===== src/rtl/debugport_bus_master_pkg.sv =====
// Shared types and widths for the debug-port bus master.
package debugport_bus_pkg;

    localparam int unsigned ADDR_W = 32;
    localparam int unsigned DATA_W = 32;
    localparam int unsigned BE_W   = 4;

    typedef enum logic [1:0] {
        IDLE = 2'd0,
        REQ  = 2'd1,
        WAIT = 2'd2,
        RESP = 2'd3
    } state_e;

endpackage


===== src/rtl/debugport_bus_master_if.sv =====
// Host command/response channels plus the req/gnt/rvalid data bus.
// The master modport is the bus-master view; slave is the host/responder side.
interface debugport_bus_master_if;
    import debugport_bus_pkg::*;

    logic              cmd_valid;
    logic              cmd_ready;
    logic              cmd_we;
    logic [BE_W-1:0]   cmd_be;
    logic [ADDR_W-1:0] cmd_addr;
    logic [DATA_W-1:0] cmd_wdata;

    logic              rsp_valid;
    logic              rsp_ready;
    logic [DATA_W-1:0] rsp_rdata;
    logic              rsp_err;
    logic              rsp_timeout;

    logic              data_req;
    logic              data_we;
    logic [BE_W-1:0]   data_be;
    logic [ADDR_W-1:0] data_addr;
    logic [DATA_W-1:0] data_wdata;
    logic              data_gnt;
    logic              data_rvalid;
    logic [DATA_W-1:0] data_rdata;
    logic              data_err;

    modport master (
        input  cmd_valid, cmd_we, cmd_be, cmd_addr, cmd_wdata, rsp_ready,
        input  data_gnt, data_rvalid, data_rdata, data_err,
        output cmd_ready, rsp_valid, rsp_rdata, rsp_err, rsp_timeout,
        output data_req, data_we, data_be, data_addr, data_wdata
    );

    modport slave (
        output cmd_valid, cmd_we, cmd_be, cmd_addr, cmd_wdata, rsp_ready,
        output data_gnt, data_rvalid, data_rdata, data_err,
        input  cmd_ready, rsp_valid, rsp_rdata, rsp_err, rsp_timeout,
        input  data_req, data_we, data_be, data_addr, data_wdata
    );

endinterface


===== src/rtl/debugport_bus_master.sv =====
// Debug-port bus master: turns one host command into one req/gnt/rvalid
// bus transaction and returns the result on the response channel.
// Optional feature: define DBGBUS_TIMEOUT_EN to abort transactions that
// get no gnt/rvalid within TIMEOUT_CYCLES cycles of req rising.
module debugport_bus_master #(
    parameter int unsigned TIMEOUT_CYCLES = 255
) (
    input  logic                   clk,
    input  logic                   rst,
    debugport_bus_master_if.master bus
);
    import debugport_bus_pkg::*;

    state_e            state_q, state_d;
    logic              cmd_ready_q, cmd_ready_d;
    logic              rsp_valid_q, rsp_valid_d;
    logic [DATA_W-1:0] rsp_rdata_q, rsp_rdata_d;
    logic              rsp_err_q, rsp_err_d;
    logic              data_req_q, data_req_d;
    logic              data_we_q, data_we_d;
    logic [BE_W-1:0]   data_be_q, data_be_d;
    logic [ADDR_W-1:0] data_addr_q, data_addr_d;
    logic [DATA_W-1:0] data_wdata_q, data_wdata_d;

    logic accept;
    logic capture;
    logic expire;
    logic timeout_hit;

    assign accept = (state_q == IDLE) && bus.cmd_valid && cmd_ready_q;

`ifdef DBGBUS_TIMEOUT_EN
    localparam int unsigned CNT_W = ($clog2(TIMEOUT_CYCLES + 1) > 8) ? $clog2(TIMEOUT_CYCLES + 1) : 8;

    logic [CNT_W-1:0] tmo_cnt_q, tmo_cnt_d;
    logic             rsp_timeout_q, rsp_timeout_d;

    // Cycles spent in REQ/WAIT since the command was accepted.
    always_comb begin
        tmo_cnt_d = tmo_cnt_q;
        if (accept) begin
            tmo_cnt_d = '0;
        end else if (state_q == REQ || state_q == WAIT) begin
            tmo_cnt_d = tmo_cnt_q + 1'b1;
        end
    end

    // Timeout flag follows the kind of response being produced.
    always_comb begin
        rsp_timeout_d = rsp_timeout_q;
        if (capture) begin
            rsp_timeout_d = 1'b0;
        end else if (expire) begin
            rsp_timeout_d = 1'b1;
        end
    end

    // Counter and timeout flag registers.
    always_ff @(posedge clk) begin
        if (!rst) begin
            tmo_cnt_q     <= '0;
            rsp_timeout_q <= 1'b0;
        end else begin
            tmo_cnt_q     <= tmo_cnt_d;
            rsp_timeout_q <= rsp_timeout_d;
        end
    end

    assign timeout_hit     = (tmo_cnt_q == CNT_W'(TIMEOUT_CYCLES - 1));
    assign bus.rsp_timeout = rsp_timeout_q;
`else
    assign timeout_hit     = 1'b0;
    assign bus.rsp_timeout = 1'b0;
`endif

    // Transaction sequencing: one outstanding bus access at a time.
    always_comb begin
        state_d      = state_q;
        rsp_valid_d  = rsp_valid_q;
        rsp_rdata_d  = rsp_rdata_q;
        rsp_err_d    = rsp_err_q;
        data_req_d   = data_req_q;
        data_we_d    = data_we_q;
        data_be_d    = data_be_q;
        data_addr_d  = data_addr_q;
        data_wdata_d = data_wdata_q;
        capture      = 1'b0;
        expire       = 1'b0;

        case (state_q)
            IDLE: begin
                if (accept) begin
                    state_d      = REQ;
                    data_req_d   = 1'b1;
                    data_we_d    = bus.cmd_we;
                    data_be_d    = bus.cmd_be;
                    data_addr_d  = {bus.cmd_addr[ADDR_W-1:2], 2'b00};
                    data_wdata_d = bus.cmd_wdata;
                end
            end
            REQ: begin
                // A grant wins over a timeout on the same edge; rvalid alongside
                // the grant completes the access immediately.
                if (bus.data_gnt) begin
                    data_req_d = 1'b0;
                    state_d    = WAIT;
                    capture    = bus.data_rvalid;
                end else begin
                    expire = timeout_hit;
                end
            end
            WAIT: begin
                if (bus.data_rvalid) begin
                    capture = 1'b1;
                end else begin
                    expire = timeout_hit;
                end
            end
            RESP: begin
                if (bus.rsp_ready) begin
                    rsp_valid_d = 1'b0;
                    state_d     = IDLE;
                end
            end
            default: state_d = IDLE;
        endcase

        if (capture) begin
            state_d     = RESP;
            rsp_valid_d = 1'b1;
            rsp_rdata_d = data_we_q ? '0 : bus.data_rdata;
            rsp_err_d   = bus.data_err;
        end else if (expire) begin
            state_d     = RESP;
            data_req_d  = 1'b0;
            rsp_valid_d = 1'b1;
            rsp_rdata_d = '0;
            rsp_err_d   = 1'b1;
        end

        cmd_ready_d = (state_d == IDLE);
    end

    // State and output registers.
    always_ff @(posedge clk) begin
        if (!rst) begin
            state_q      <= IDLE;
            cmd_ready_q  <= 1'b0;
            rsp_valid_q  <= 1'b0;
            rsp_rdata_q  <= '0;
            rsp_err_q    <= 1'b0;
            data_req_q   <= 1'b0;
            data_we_q    <= 1'b0;
            data_be_q    <= '0;
            data_addr_q  <= '0;
            data_wdata_q <= '0;
        end else begin
            state_q      <= state_d;
            cmd_ready_q  <= cmd_ready_d;
            rsp_valid_q  <= rsp_valid_d;
            rsp_rdata_q  <= rsp_rdata_d;
            rsp_err_q    <= rsp_err_d;
            data_req_q   <= data_req_d;
            data_we_q    <= data_we_d;
            data_be_q    <= data_be_d;
            data_addr_q  <= data_addr_d;
            data_wdata_q <= data_wdata_d;
        end
    end

    assign bus.cmd_ready  = cmd_ready_q;
    assign bus.rsp_valid  = rsp_valid_q;
    assign bus.rsp_rdata  = rsp_rdata_q;
    assign bus.rsp_err    = rsp_err_q;
    assign bus.data_req   = data_req_q;
    assign bus.data_we    = data_we_q;
    assign bus.data_be    = data_be_q;
    assign bus.data_addr  = data_addr_q;
    assign bus.data_wdata = data_wdata_q;

endmodule


===== src/flat_wrapper.sv =====
// flat-port wrapper written by rule: the top's interface ports become plain ports
module debugport_bus_master_flat import debugport_bus_pkg::*;
#(
    parameter int unsigned TIMEOUT_CYCLES = 255
)
  (clk, rst, bus_cmd_valid, bus_cmd_we, bus_cmd_be, bus_cmd_addr, bus_cmd_wdata, bus_rsp_ready, bus_data_gnt, bus_data_rvalid, bus_data_rdata, bus_data_err, bus_cmd_ready, bus_rsp_valid, bus_rsp_rdata, bus_rsp_err, bus_rsp_timeout, bus_data_req, bus_data_we, bus_data_be, bus_data_addr, bus_data_wdata);
  debugport_bus_master_if bus_i ();
  input  logic clk;
  input  logic rst;
  input wire logic [$bits(bus_i.cmd_valid)-1:0] bus_cmd_valid;
  input wire logic [$bits(bus_i.cmd_we)-1:0] bus_cmd_we;
  input wire logic [$bits(bus_i.cmd_be)-1:0] bus_cmd_be;
  input wire logic [$bits(bus_i.cmd_addr)-1:0] bus_cmd_addr;
  input wire logic [$bits(bus_i.cmd_wdata)-1:0] bus_cmd_wdata;
  input wire logic [$bits(bus_i.rsp_ready)-1:0] bus_rsp_ready;
  input wire logic [$bits(bus_i.data_gnt)-1:0] bus_data_gnt;
  input wire logic [$bits(bus_i.data_rvalid)-1:0] bus_data_rvalid;
  input wire logic [$bits(bus_i.data_rdata)-1:0] bus_data_rdata;
  input wire logic [$bits(bus_i.data_err)-1:0] bus_data_err;
  output wire logic [$bits(bus_i.cmd_ready)-1:0] bus_cmd_ready;
  output wire logic [$bits(bus_i.rsp_valid)-1:0] bus_rsp_valid;
  output wire logic [$bits(bus_i.rsp_rdata)-1:0] bus_rsp_rdata;
  output wire logic [$bits(bus_i.rsp_err)-1:0] bus_rsp_err;
  output wire logic [$bits(bus_i.rsp_timeout)-1:0] bus_rsp_timeout;
  output wire logic [$bits(bus_i.data_req)-1:0] bus_data_req;
  output wire logic [$bits(bus_i.data_we)-1:0] bus_data_we;
  output wire logic [$bits(bus_i.data_be)-1:0] bus_data_be;
  output wire logic [$bits(bus_i.data_addr)-1:0] bus_data_addr;
  output wire logic [$bits(bus_i.data_wdata)-1:0] bus_data_wdata;
  assign bus_i.cmd_valid = bus_cmd_valid;
  assign bus_i.cmd_we = bus_cmd_we;
  assign bus_i.cmd_be = bus_cmd_be;
  assign bus_i.cmd_addr = bus_cmd_addr;
  assign bus_i.cmd_wdata = bus_cmd_wdata;
  assign bus_i.rsp_ready = bus_rsp_ready;
  assign bus_i.data_gnt = bus_data_gnt;
  assign bus_i.data_rvalid = bus_data_rvalid;
  assign bus_i.data_rdata = bus_data_rdata;
  assign bus_i.data_err = bus_data_err;
  assign bus_cmd_ready = bus_i.cmd_ready;
  assign bus_rsp_valid = bus_i.rsp_valid;
  assign bus_rsp_rdata = bus_i.rsp_rdata;
  assign bus_rsp_err = bus_i.rsp_err;
  assign bus_rsp_timeout = bus_i.rsp_timeout;
  assign bus_data_req = bus_i.data_req;
  assign bus_data_we = bus_i.data_we;
  assign bus_data_be = bus_i.data_be;
  assign bus_data_addr = bus_i.data_addr;
  assign bus_data_wdata = bus_i.data_wdata;
  debugport_bus_master #(.TIMEOUT_CYCLES(TIMEOUT_CYCLES)) u_core (.clk(clk), .rst(rst), .bus(bus_i));
endmodule

===== config.mk =====
export PLATFORM = sky130hd
export DESIGN_NAME = debugport_bus_master_flat
export DESIGN_NICKNAME = d
export VERILOG_FILES = /design/src/rtl/debugport_bus_master_pkg.sv /design/src/rtl/debugport_bus_master_if.sv /design/src/rtl/debugport_bus_master.sv /design/src/flat_wrapper.sv
export SDC_FILE = /design/constraint.sdc
export NUM_CORES = 1
export LEC_CHECK = 0
export ABC_AREA = 1
export CAP_MARGIN = 10
export CORE_ASPECT_RATIO = 0.9
export CORE_MARGIN = 3
export CORE_UTILIZATION = 38
export DETAILED_ROUTE_END_ITERATION = 8
export GPL_TIMING_DRIVEN = 0
export PLACE_DENSITY = 0.79
export SYNTH_ARGS = -nofsm -noshare
export SYNTH_HDL_FRONTEND = slang
export SYNTH_SLANG_ARGS = --single-unit

===== constraint.sdc =====
create_clock -name clk -period 2 [get_ports clk]
set_input_delay 0.3 -clock clk [delete_from_list [all_inputs] [get_ports clk]]
set_output_delay 0.3 -clock clk [all_outputs]
set_load 0.02 [all_outputs]

==> qor.txt, run 1 <==
RUN STATUS
--------------------------------------------------------------------------------------
Status ..................................................................    completed

STA
--------------------------------------------------------------------------------------
Max Clk Rate ............................................................      561 MHz
Clk_skew ................................................................      10.4 ps
Min setup slack post-route ..............................................       218 ps
Max_slew headroom .......................................................        66.5%
Total negative slack for setup checks ...................................         0 ps
Measured slew at the worst slew-check pin ...............................       502 ps
Unrepaired setup endpoints after global routing .........................        false
Final Hold Viols ........................................................            0
Final worst path period share ...........................................        89.1%
Number of failing setup endpoints in the final timing report ............            0
Slew Limit Fails ........................................................            0
Final Critical Period ...................................................      1780 ps

ROUTE
--------------------------------------------------------------------------------------
# DRC ...................................................................            0
Overall via count from detail_route .....................................         4040
Drt via density .........................................................         4.78
Routed wire length ......................................................     12100 um
Count of routing violations after the opening detailed-route iteration ..          289
Count of antenna-violating nets left after detailed routing .............            0
Number of detailed-route iterations in the first pass ...................            4
Routed wire length per instance .........................................      14.3 um

FLOORPLANNING
--------------------------------------------------------------------------------------
Die Width ...............................................................       112 um
Floorplan Core Area .....................................................     9780 um2
Cell row count ..........................................................           34
Num ports ...............................................................          214
Initial core utilization ................................................        39.4%
Area enclosed by the die boundary .......................................    11400 um2
Die outline height ......................................................       102 um

FINISH
--------------------------------------------------------------------------------------
Final-layout fill cell count ............................................          818
Share of layout cells above drive strength 1 ............................        5.00%
Number of nets at the end of the flow ...................................          828
Synth-to-layout area growth .............................................        65.5%
Antenna diodes ..........................................................            0

SYNTHESIS
--------------------------------------------------------------------------------------
Yosys reg bits ..........................................................          105
Fraction of the yosys area taken by sequential cells ....................        54.5%
Most frequently used cell type in the post-synthesis netlist ............ sky130_fd_sc_hd__nand2_1
Warnings, synthesis .....................................................            0
Async set-reset flop share out of synthesis .............................           0%
Synth top area share ....................................................        54.5%
Post-synth top cells .................................................... sky130_fd_sc_hd__nand2_1 (180), sky130_fd_sc_hd__dfxtp_1 (105), sky130_fd_sc_hd__a21oi_1 (103)
Top area cells in the synthesized netlist ............................... sky130_fd_sc_hd__dfxtp_1 (54%), sky130_fd_sc_hd__nand2_1 (18%), sky130_fd_sc_hd__a21oi_1 (13%)
Number of distinct standard cells referenced by the synthesized netlist .           20
Cell type with the largest total area after synthesis ................... sky130_fd_sc_hd__dfxtp_1
Number of enable flip-flop cells after synthesis ........................            0
Most common flop cell mapped by yosys ................................... sky130_fd_sc_hd__dfxtp_1
Average cell area after synthesis .......................................     7.81 um2
Post-synthesis instance area ............................................     3860 um2
Gate count after technology mapping .....................................          494

PWR
--------------------------------------------------------------------------------------
Power density relative to cell area .....................................   807 nW/um2
Maximum resistive drop on vdd ...........................................       504 uV
P_leak ..................................................................      2.31 nW

CRITICAL PATH
--------------------------------------------------------------------------------------
Cell occurring most often along the worst timing path ................... sky130_fd_sc_hd__nand2_1
Type of element capturing the critical path .............................    flip-flop
Required time at the worst-slack endpoint ...............................      2260 ps
Total buffers and inverters traversed by the critical path ..............            2
Crit path kind ..........................................................      reg2reg
Critical path startpoint category .......................................    flip-flop
Cell type of the slowest stage on the worst timing path ................. sky130_fd_sc_hd__dfxtp_1
Cell-by-cell listing of the critical path ............................... inv_1 > ha_1 > nand2_2 > nand2_1 > nand3_1 > clkbuf_1 > nand2_1 > a21oi_1
Maximum fanout count along the critical path ............................           10
Arr. time, crit path ....................................................      2050 ps
Cell family with the largest share of critical-path delay ............... buffers and inverters
Critical Path Max Stage Delay ...........................................       410 ps

GRT
--------------------------------------------------------------------------------------
Via count of the first global-routing pass ..............................         4015
Overall overflow remaining after global route ...........................            0
Total global-route track usage ..........................................        20.8%
Global-route wire length before repair ..................................     19300 um
Antenna violations before repair ........................................            0
Largest net degree at the start of global routing .......................           18

PLACEMENT
--------------------------------------------------------------------------------------
Detailed-placement wirelength estimate ..................................      9400 um
Buffers added on ports ..................................................          208
Weighted congestion at the end of routability-driven global placement ...        0.853
Setup WS pre-CTS ........................................................       130 ps

CLOCK NETWORK
--------------------------------------------------------------------------------------
Sink count of the clock tree ............................................          105
Number of H-tree branching levels .......................................            3
Clock tree from TritonCTS ...............................................        built
Clock root buffer ....................................................... sky130_fd_sc_hd__clkbuf_16
Number of buffers inserted during clock tree synthesis ..................            9
Clock-pin slew of the registers on the worst-case setup and hold paths ..        70 ps
Maximum clock insertion buffer count ....................................            2
Source-to-sink clock delay at the later pin of the worst-skew pair ......       340 ps

RUN
--------------------------------------------------------------------------------------
Maximum Capacitance Violations ..........................................            0

HOLD PATH
--------------------------------------------------------------------------------------
Path category of the worst min-delay check ..............................      reg2reg

[through the flow]
step | cell area, um2 | power [mW] | cells | util [%] | hold slack, ps
after global routing | 6380 | 5.41 | 846 | 65.2 | 481
after CTS | 6380 | 5.21 | 846 | 65.2 | 465
after floorplan | 3860 | 2.96 | 496 | - | 398
after detailed placement | 6100 | 3.59 | 830 | 62.4 | 455
final | 6380 | 5.15 | 846 | 65.2 | 463
after global placement | 6100 | 3.55 | 830 | 62.4 | 449
[registers in the layout, indices dropped and copies added (netlist names)]
| register | flops |
|---|---|
| u_core.bus.cmd_ready | 1 |
| u_core.bus.data_addr | 30 |
| u_core.bus.data_be | 4 |
| u_core.bus.data_req | 1 |
| u_core.bus.data_wdata | 32 |
| u_core.bus.data_we | 1 |
| u_core.bus.rsp_err | 1 |
| u_core.bus.rsp_rdata | 32 |
| u_core.bus.rsp_valid | 1 |
| u_core.state_q | 2 |
[where the power goes]
| part | internal, mW | switching, mW |
|---|---|---|
| combinational | 0.584 | 0.641 |
| sequential | 2.24 | 0.0803 |
| clock | 0.855 | 0.758 |
| total | 3.67 | 1.48 |
[area by class of cell]
class / instances / area, um2 / area share (%)
plain buffers: 38 / 199 / 3.12
clock buffers: 11 / 233 / 3.65
clock inverters: 5 / 38.8 / 0.608
inverters: 12 / 45.0 / 0.706
multi-input cells: 341 / 1530 / 23.9
flip-flops and latches: 105 / 2100 / 32.9
well taps: 126 / 158 / 2.47
repair buffers: 208 / 2080 / 32.6
[cells by family after synthesis]
family                   synth area share (%)
buffers and inverters                    6.32
adder cells (fa/ha/maj)                  1.62
AND/OR/NAND/NOR                          23.5
flip-flops                               54.5
other                                  0.0972
AO/OA/AOI/OAI                            14.0
[cell usage in the layout (no fill, tap or decap)]
cell type                         synthesis  routed
sky130_fd_sc_hd__clkinv_4                 0       1
sky130_fd_sc_hd__ha_1                     5       5
sky130_fd_sc_hd__buf_6                    3       3
sky130_fd_sc_hd__nor3_1                   1       1
sky130_fd_sc_hd__nand2_2                  1       1
sky130_fd_sc_hd__conb_1                   1       3
sky130_fd_sc_hd__dfxtp_1                105     105
sky130_fd_sc_hd__clkdlybuf4s50_1          0     208
sky130_fd_sc_hd__clkbuf_16                0       9
sky130_fd_sc_hd__inv_1                   11      11
sky130_fd_sc_hd__nand3_1                 36      36
sky130_fd_sc_hd__buf_2                    9       9
sky130_fd_sc_hd__inv_2                    1       1
sky130_fd_sc_hd__inv_6                    0       2
sky130_fd_sc_hd__clkinvlp_4               0       1
sky130_fd_sc_hd__a21oi_1                103     103
sky130_fd_sc_hd__clkinv_2                 0       1
sky130_fd_sc_hd__nand3_4                  0       1
sky130_fd_sc_hd__a21oi_2                  1       1
sky130_fd_sc_hd__buf_4                    6       6
sky130_fd_sc_hd__nand4_1                  1       1
sky130_fd_sc_hd__nor2_1                   6       6
sky130_fd_sc_hd__nand2_1                180     180
sky130_fd_sc_hd__o21ai_0                  3       3
sky130_fd_sc_hd__buf_1                    4       4
sky130_fd_sc_hd__clkbuf_1                16      18
[what timing repair did]
action | CTS | global route
hold buffers | 0 | 0
setup buffers | 0 | 0
setup endpoints to repair | 0 | 4
resized for setup | 0 | 1
[worst reg2reg max path: stages (launching register included)]
cell and delay (ps):
sky130_fd_sc_hd__dfxtp_1 410, sky130_fd_sc_hd__inv_1 120, sky130_fd_sc_hd__ha_1 240, sky130_fd_sc_hd__nand2_2 120
sky130_fd_sc_hd__nand2_1 60, sky130_fd_sc_hd__nand3_1 70, sky130_fd_sc_hd__clkbuf_1 390, sky130_fd_sc_hd__nand2_1 120
sky130_fd_sc_hd__a21oi_1 190
[worst paths after layout]
path	start	to	slack [ps]	depth (start not counted)
worst max-delay path	u_core.state_q[1]	u_core.bus.rsp_rdata[30]	220	8
worst min-delay path	u_core.bus.data_wdata[5]	u_core.bus.data_wdata[5]	460	2
worst max register to register	u_core.state_q[1]	u_core.bus.rsp_rdata[30]	220	8
worst min register to register	u_core.bus.data_wdata[5]	u_core.bus.data_wdata[5]	460	2
[per-layer routing]
layer	wire length (um)	vias to the layer above	track usage [%]
li1	-	2038	-
met1	4930	1822	23.5
met2	5970	164	38.0
met3	1040	16	7.47
met4	193	0	4.81
met5	0	-	0
Power figures use the tool's default switching activity.
==> run 2, diff against run 1 <==
--- a/config.mk
+++ b/config.mk
@@ -10,8 +10,8 @@
 export CORE_ASPECT_RATIO = 0.9
 export CORE_MARGIN = 3
 export CORE_UTILIZATION = 38
+export CTS_CLUSTER_SIZE = 30
 export DETAILED_ROUTE_END_ITERATION = 8
-export GPL_TIMING_DRIVEN = 0
 export PLACE_DENSITY = 0.79
 export SYNTH_ARGS = -nofsm -noshare
 export SYNTH_HDL_FRONTEND = slang
==> qor.txt, run 2 (synthesized netlist as in run 1, its figures left out) <==
RUN STATUS
-------------------------------------------------------------------------------------
Status .................................................................    completed

PLACEMENT
-------------------------------------------------------------------------------------
Detailed-placement wirelength estimate .................................      8250 um   -12%
Weighted congestion at the end of routability-driven global placement ..        0.831   -2.6%
Placed Instances .......................................................          801   -3.5%
Buffers added on ports .................................................          208   unchanged

PWR
-------------------------------------------------------------------------------------
Proportion of power drawn by flip-flops and latches ....................        44.3%   -0.6 points
Power density relative to cell area ....................................   828 nW/um2   +2.5%
Cell Int Power .........................................................      3.77 mW   +2.7%
Power spent charging and discharging nets ..............................      1.45 mW   -2.2%
Switch share ...........................................................        27.7%   -0.99 points
Combinational fraction of design power .................................        22.5%   -1.3 points
Relative contribution of the clock network to total power ..............        33.2%   +1.9 points
Maximum resistive drop on vdd ..........................................       488 uV   -3.1%
P_leak .................................................................      2.26 nW   -2.2%

STA
-------------------------------------------------------------------------------------
Clk_skew ...............................................................      8.10 ps   -2.26 ps
Max Clk Rate ...........................................................      575 MHz   +2.4%
Number of failing setup endpoints in the final timing report ...........            0   unchanged
Total negative slack for setup checks ..................................         0 ps   unchanged
Tightest hold margin ...................................................       463 ps   +0.365 ps
Unrepaired setup endpoints after global routing ........................        false
Slew Limit Fails .......................................................            0   unchanged
Final worst path period share ..........................................        87.0%   -2.1 points
Final Hold Viols .......................................................            0   unchanged
Final Critical Period ..................................................      1740 ps   -41.7 ps

ROUTE
-------------------------------------------------------------------------------------
Drt via density ........................................................         4.79   +0.31%
Routed wire length .....................................................     11400 um   -5.9%
Count of antenna-violating nets left after detailed routing ............            0   unchanged
Overall via count from detail_route ....................................         3909   -3.2%
Routed wire length per instance ........................................      14.0 um   -2.4%
# DRC ..................................................................            0   unchanged
Count of routing violations after the opening detailed-route iteration .          205   -29%
Number of detailed-route iterations in the first pass ..................            4   unchanged

GRT
-------------------------------------------------------------------------------------
Antenna violations before repair .......................................            0   unchanged
Largest net degree at the start of global routing ......................           55   +37
Met3 Track Usage GR ....................................................        8.66%   +1.2 points
Overall overflow remaining after global route ..........................            0   unchanged
Global-route wire length before repair .................................     18300 um   -5.4%
Met2 track demand over resource in global routing ......................        33.5%   -4.5 points
GR peak layer ..........................................................         met2
Met1 Use GR ............................................................        22.8%   -0.64 points
Via count of the first global-routing pass .............................         3756   -6.5%
Total global-route track usage .........................................        19.6%   -1.3 points

CRITICAL PATH
-------------------------------------------------------------------------------------
Cell occurring most often along the worst timing path .................. sky130_fd_sc_hd__nand2_1
Worst r2r src .......................................................... u_core.state_q[1]
Reg2reg path depth .....................................................            8   unchanged
Type of element capturing the critical path ............................    flip-flop
Worst r2r dst .......................................................... u_core.bus.rsp_rdata[24]
Critical Path Max Stage Delay ..........................................       420 ps   about the same
Maximum fanout count along the critical path ...........................           33   +23
Required time at the worst-slack endpoint ..............................      2270 ps   about the same
Crit path kind .........................................................      reg2reg
Arr. time, crit path ...................................................      2010 ps   -40 ps
FF-to-FF setup slack ...................................................       260 ps   +40 ps
Cell-by-cell listing of the critical path .............................. inv_1 > ha_1 > nand2_2 > nand2_1 > nand3_1 > buf_6 > nand2_1 > a21oi_1
Cell type of the slowest stage on the worst timing path ................ sky130_fd_sc_hd__dfxtp_1
Critical path startpoint category ......................................    flip-flop

FINISH
-------------------------------------------------------------------------------------
Synth-to-layout area growth ............................................        63.5%
Post-route non-filler standard cell count ..............................          816   -3.5%
Final-layout fill cell count ...........................................          840   +2.7%
Most common cell after layout, fill and taps aside ..................... sky130_fd_sc_hd__clkdlybuf4s50_1
Number of nets at the end of the flow ..................................          799   -3.5%
Most frequent cells in the layout ...................................... sky130_fd_sc_hd__clkdlybuf4s50_1 (208), sky130_fd_sc_hd__nand2_1 (180), sky130_fd_sc_hd__dfxtp_1 (105)
Area occupied by registers .............................................     2100 um2   unchanged
Antenna diodes .........................................................            0   unchanged
Area used by multi-input combinational logic ...........................     1520 um2   -0.49%
Share of layout cells above drive strength 1 ...........................        4.06%   -0.94 points

CLOCK NETWORK
-------------------------------------------------------------------------------------
Maximum clock insertion buffer count ...................................            2   unchanged
CTS Hold Buffers Added .................................................            0   unchanged
Number of H-tree branching levels ......................................            3   unchanged
Number of buffers inserted during clock tree synthesis .................            9   unchanged
Clock-pin slew of the registers on the worst-case setup and hold paths .        70 ps   about the same
Sink count of the clock tree ...........................................          105   unchanged
Clock tree from TritonCTS ..............................................        built
Source-to-sink clock delay at the later pin of the worst-skew pair .....       340 ps   about the same
Clock root buffer ...................................................... sky130_fd_sc_hd__clkbuf_16

HOLD PATH
-------------------------------------------------------------------------------------
Path category of the worst min-delay check .............................      reg2reg
Startpoint of the lowest-slack hold path ............................... u_core.bus.data_wdata[9]
Hold EP ................................................................ u_core.bus.data_wdata[9]
Worst hold path depth ..................................................            2   unchanged

FLOORPLANNING
-------------------------------------------------------------------------------------
Initial core utilization ...............................................        39.4%   unchanged
Die outline height .....................................................       102 um   unchanged
Die Width ..............................................................       112 um   unchanged
Num ports ..............................................................          214   unchanged
Cell row count .........................................................           34   unchanged
Area enclosed by the die boundary ......................................    11400 um2   unchanged
Floorplan Core Area ....................................................     9780 um2   unchanged

RUN
-------------------------------------------------------------------------------------
Maximum Capacitance Violations .........................................            0   unchanged

## run 2: changes by cell type in the layout (fill, tap and decap cells not counted), moves of 2 or more
cell | before | now
sky130_fd_sc_hd__buf_2 | 9 | 0
sky130_fd_sc_hd__buf_1 | 4 | 0
sky130_fd_sc_hd__buf_6 | 3 | 1
sky130_fd_sc_hd__buf_12 | 0 | 3
sky130_fd_sc_hd__clkbuf_1 | 18 | 1
## run 2: stage by stage
| stage | setup WS (ps) | instance area (um2) | power (mW) | utilization, % |
|---|---|---|---|---|
| finish | 260 | 6310 | 5.22 | 64.5 |
| global route | 17.9 | 6310 | 5.49 | 64.5 |
| CTS | 168 | 6300 | 5.29 | 64.4 |
| detailed placement | 192 | 6010 | 3.54 | 61.4 |
| global placement | 256 | 6010 | 3.52 | 61.4 |
| floorplan | 552 | 3860 | 2.96 | - |
## run 2: critical path: cells and delay by family, from the launching register on
kind / cells / cell delay (ps)
adders and majority gates: 1 / 230
AOI/OAI and AO/OA: 1 / 160
and+or+nand+nor: 4 / 440
DFF: 1 / 420
buffers and inverters: 2 / 410
## run 2: how the worst max path moves through the flow
stage | endpoint | depth (start not counted) | from | slack (ps)
6_report | u_core.bus.rsp_rdata[24] | 8 | u_core.state_q[1] | 260
3_5_place_dp | u_core.bus.rsp_rdata[3] | 8 | u_core.state_q[1] | 190
5_1_grt | u_core.bus.rsp_rdata[18] | 8 | u_core.state_q[1] | 20
4_1_cts | u_core.bus.rsp_rdata[24] | 8 | u_core.state_q[1] | 170
3_3_place_gp | u_core.bus.rsp_rdata[22] | 7 | bus_data_gnt | 260
2_1_floorplan | u_core.bus.rsp_rdata[10] | 9 | u_core.state_q[1] | 550
## run 2: what timing repair did
action	4_1_cts	5_1_grt
hold endpoints to repair	0	0
buffers inserted	0	0
endpoints found under the setup margin	0	30
gates resized for setup	0	1
## run 2: metal layers
layer,part of all wire (%),up-vias
li1,-,1972
met1,40,1774
met2,49,149
met3,10,14
met4,1.6,0
met5,0,-
## run 2: layout make-up
class	count	area share, %
timing repair buffer	217	34.7
sequential	105	33.3
multi-input combinational	341	24.1
clock buffer	10	3.63
tap	126	2.50
clock inverter	5	1.01
inverter	12	0.714
## run 2: power by group through the flow
stage	Combinational, mW	Sequential, mW	Clock, mW
finish	1.17	2.31	1.73
CTS	1.19	2.31	1.78
global route	1.27	2.33	1.88
detailed placement	1.18	2.36	0
global placement	1.17	2.35	0
floorplan	0.431	2.53	0
==> run 3, diff against run 2 <==
--- a/config.mk
+++ b/config.mk
@@ -8,7 +8,7 @@
 export ABC_AREA = 1
 export CAP_MARGIN = 10
 export CORE_ASPECT_RATIO = 0.9
-export CORE_MARGIN = 3
+export CORE_MARGIN = 2
 export CORE_UTILIZATION = 38
 export CTS_CLUSTER_SIZE = 30
 export DETAILED_ROUTE_END_ITERATION = 8
==> qor.txt, run 3 (synthesized netlist as in run 1, its figures left out) <==
CRITICAL PATH
-------------------------------------------------------------------------------------
Worst r2r dst .......................................................... u_core.bus.rsp_rdata[20]
Maximum fanout count along the critical path ...........................           33   unchanged
Arr. time, crit path ...................................................      2040 ps   +30 ps
Type of element capturing the critical path ............................    flip-flop
Required time at the worst-slack endpoint ..............................      2270 ps   about the same
Crit path kind .........................................................      reg2reg
Critical path startpoint category ......................................    flip-flop
Worst r2r src .......................................................... u_core.state_q[1]
FF-to-FF setup slack ...................................................       230 ps   -30 ps
Reg2reg path depth .....................................................            8   unchanged

CLOCK NETWORK
-------------------------------------------------------------------------------------
Sink count of the clock tree ...........................................          105   unchanged
Clock tree from TritonCTS ..............................................        built
Clock root buffer ...................................................... sky130_fd_sc_hd__clkbuf_16
Clock-pin slew of the registers on the worst-case setup and hold paths .        70 ps   about the same
Number of H-tree branching levels ......................................            3   unchanged
Maximum clock insertion buffer count ...................................            2   unchanged
Number of buffers inserted during clock tree synthesis .................            9   unchanged
Source-to-sink clock delay at the later pin of the worst-skew pair .....       340 ps   about the same

STA
-------------------------------------------------------------------------------------
Clk_skew ...............................................................      5.86 ps   -2.25 ps
Total negative slack for setup checks ..................................         0 ps   unchanged
Final worst path period share ..........................................        88.7%   +1.7 points
Slew Limit Fails .......................................................            0   unchanged
Max Clk Rate ...........................................................      564 MHz   -1.9%
Final Hold Viols .......................................................            0   unchanged
Tightest hold margin ...................................................       464 ps   +0.506 ps
Unrepaired setup endpoints after global routing ........................        false
Number of failing setup endpoints in the final timing report ...........            0   unchanged
Final Critical Period ..................................................      1770 ps   +34.3 ps

ROUTE
-------------------------------------------------------------------------------------
Overall via count from detail_route ....................................         3921   +0.31%
Count of antenna-violating nets left after detailed routing ............            0   unchanged
Number of detailed-route iterations in the first pass ..................            4   unchanged
Routed wire length .....................................................     11200 um   -1.6%
# DRC ..................................................................            0   unchanged
Drt via density ........................................................         4.79   about the same
Count of routing violations after the opening detailed-route iteration .          189   -7.8%
Routed wire length per instance ........................................      13.7 um   -1.8%

HOLD PATH
-------------------------------------------------------------------------------------
Path category of the worst min-delay check .............................      reg2reg
Hold EP ................................................................ u_core.bus.rsp_rdata[8]
Startpoint of the lowest-slack hold path ............................... u_core.bus.rsp_rdata[8]
Worst hold path depth ..................................................            2   unchanged

FINISH
-------------------------------------------------------------------------------------
Share of layout cells above drive strength 1 ...........................        4.48%   +0.42 points
Most frequent cells in the layout ...................................... sky130_fd_sc_hd__clkdlybuf4s50_1 (208), sky130_fd_sc_hd__nand2_1 (180), sky130_fd_sc_hd__dfxtp_1 (105)
Number of nets at the end of the flow ..................................          800   +0.13%
Final-layout fill cell count ...........................................          822   -2.1%
Antenna diodes .........................................................            0   unchanged
Area used by multi-input combinational logic ...........................     1520 um2   unchanged
Synth-to-layout area growth ............................................        64.6%
Most common cell after layout, fill and taps aside ..................... sky130_fd_sc_hd__clkdlybuf4s50_1
Area occupied by registers .............................................     2100 um2   unchanged

GRT
-------------------------------------------------------------------------------------
Global-route wire length before repair .................................     17500 um   -4.4%
Overall overflow remaining after global route ..........................            0   unchanged
Via count of the first global-routing pass .............................         3812   +1.5%
Total global-route track usage .........................................        20.0%   +0.44 points
Largest net degree at the start of global routing ......................           65   +18%
Antenna violations before repair .......................................            0   unchanged

RUN
-------------------------------------------------------------------------------------
Maximum Capacitance Violations .........................................            0   unchanged

FLOORPLANNING
-------------------------------------------------------------------------------------
Area enclosed by the die boundary ......................................    11000 um2   -3.7%
Die Width ..............................................................       110 um   -1.8%
Die outline height .....................................................      99.6 um   -2.0%
Floorplan Core Area ....................................................     9780 um2   unchanged
Initial core utilization ...............................................        39.4%   unchanged
Cell row count .........................................................           34   unchanged
Num ports ..............................................................          214   unchanged

PLACEMENT
-------------------------------------------------------------------------------------
Detailed-placement wirelength estimate .................................      7960 um   -3.5%
Weighted congestion at the end of routability-driven global placement ..        0.727   -12%
Buffers added on ports .................................................          208   unchanged

RUN STATUS
-------------------------------------------------------------------------------------
Status .................................................................    completed

PWR
-------------------------------------------------------------------------------------
Power density relative to cell area ....................................   817 nW/um2   -1.2%
Combinational fraction of design power .................................        23.0%   +0.5 points
Proportion of power drawn by flip-flops and latches ....................        44.5%   +0.2 points
Switch share ...........................................................        28.6%   +0.85 points
P_leak .................................................................      2.28 nW   +0.94%
Power spent charging and discharging nets ..............................      1.48 mW   +2.5%
Maximum resistive drop on vdd ..........................................       483 uV   -1.1%
Relative contribution of the clock network to total power ..............        32.4%   -0.8 points
Cell Int Power .........................................................      3.71 mW   -1.8%

[run 3: repair_timing]
item | CTS | global route
hold endpoints to repair | 0 | 0
buffers inserted | 0 | 0
endpoints found under the setup margin | 0 | 3
hold buffers | 0 | 0
gates resized for setup | 0 | 1
[run 3: critical path, stage by stage, from the launching register on]
cell                      delay (ps)
sky130_fd_sc_hd__dfxtp_1         430
sky130_fd_sc_hd__inv_1           120
sky130_fd_sc_hd__ha_1            230
sky130_fd_sc_hd__nand2_2         120
sky130_fd_sc_hd__nand2_1          60
sky130_fd_sc_hd__nand3_1         180
sky130_fd_sc_hd__buf_6           290
sky130_fd_sc_hd__nand2_1          90
sky130_fd_sc_hd__a21oi_1         160
[run 3: power by group through the flow]
stage	registers, mW	logic, mW	clock network [mW]
after global routing	2.33	1.30	1.81
final	2.31	1.20	1.68
after global placement	2.35	1.18	0
after floorplan	2.53	0.431	0
after detailed placement	2.36	1.20	0
after CTS	2.31	1.20	1.74
[run 3: how the worst max path moves through the flow]
stage | startpoint | to | slack, ps | cells past startpoint
global placement | bus_data_gnt | u_core.bus.rsp_rdata[24] | 260 | 7
CTS | u_core.state_q[1] | u_core.bus.rsp_rdata[10] | 150 | 8
global route | u_core.state_q[1] | u_core.bus.rsp_rdata[20] | 70 | 8
detailed placement | u_core.state_q[1] | u_core.bus.rsp_rdata[10] | 170 | 8
finish | u_core.state_q[1] | u_core.bus.rsp_rdata[20] | 230 | 8
floorplan | u_core.state_q[1] | u_core.bus.rsp_rdata[10] | 550 | 9
[run 3: through the flow]
stage	cells	instance area [um2]	util (%)	power, mW	setup WS (ps)
final	818	6350	64.9	5.19	225
after global routing	818	6350	64.9	5.44	70.4
after CTS	818	6340	64.8	5.25	146
after detailed placement	802	6060	61.9	3.56	173
after global placement	802	6060	61.9	3.53	256
after floorplan	496	3860	-	2.96	552
[run 3: area by class of cell]
type | instances | area share [%]
Multi-Input combinational cell | 341 | 23.9
Inverter | 12 | 0.709
Sequential cell | 105 | 33.1
Timing Repair Buffer | 218 | 35.2
Clock inverter | 6 | 0.788
Clock buffer | 10 | 3.76
Tap cell | 126 | 2.48
[run 3: metal layers]
metal | vias to the layer above | track usage, % | part of all wire (%)
met1 | 1756 | 21.9 | 40
met4 | 0 | 7.50 | 2.5
met2 | 160 | 34.5 | 47
li1 | 1979 | - | -
met3 | 26 | 8.26 | 10
met5 | - | 0 | 0
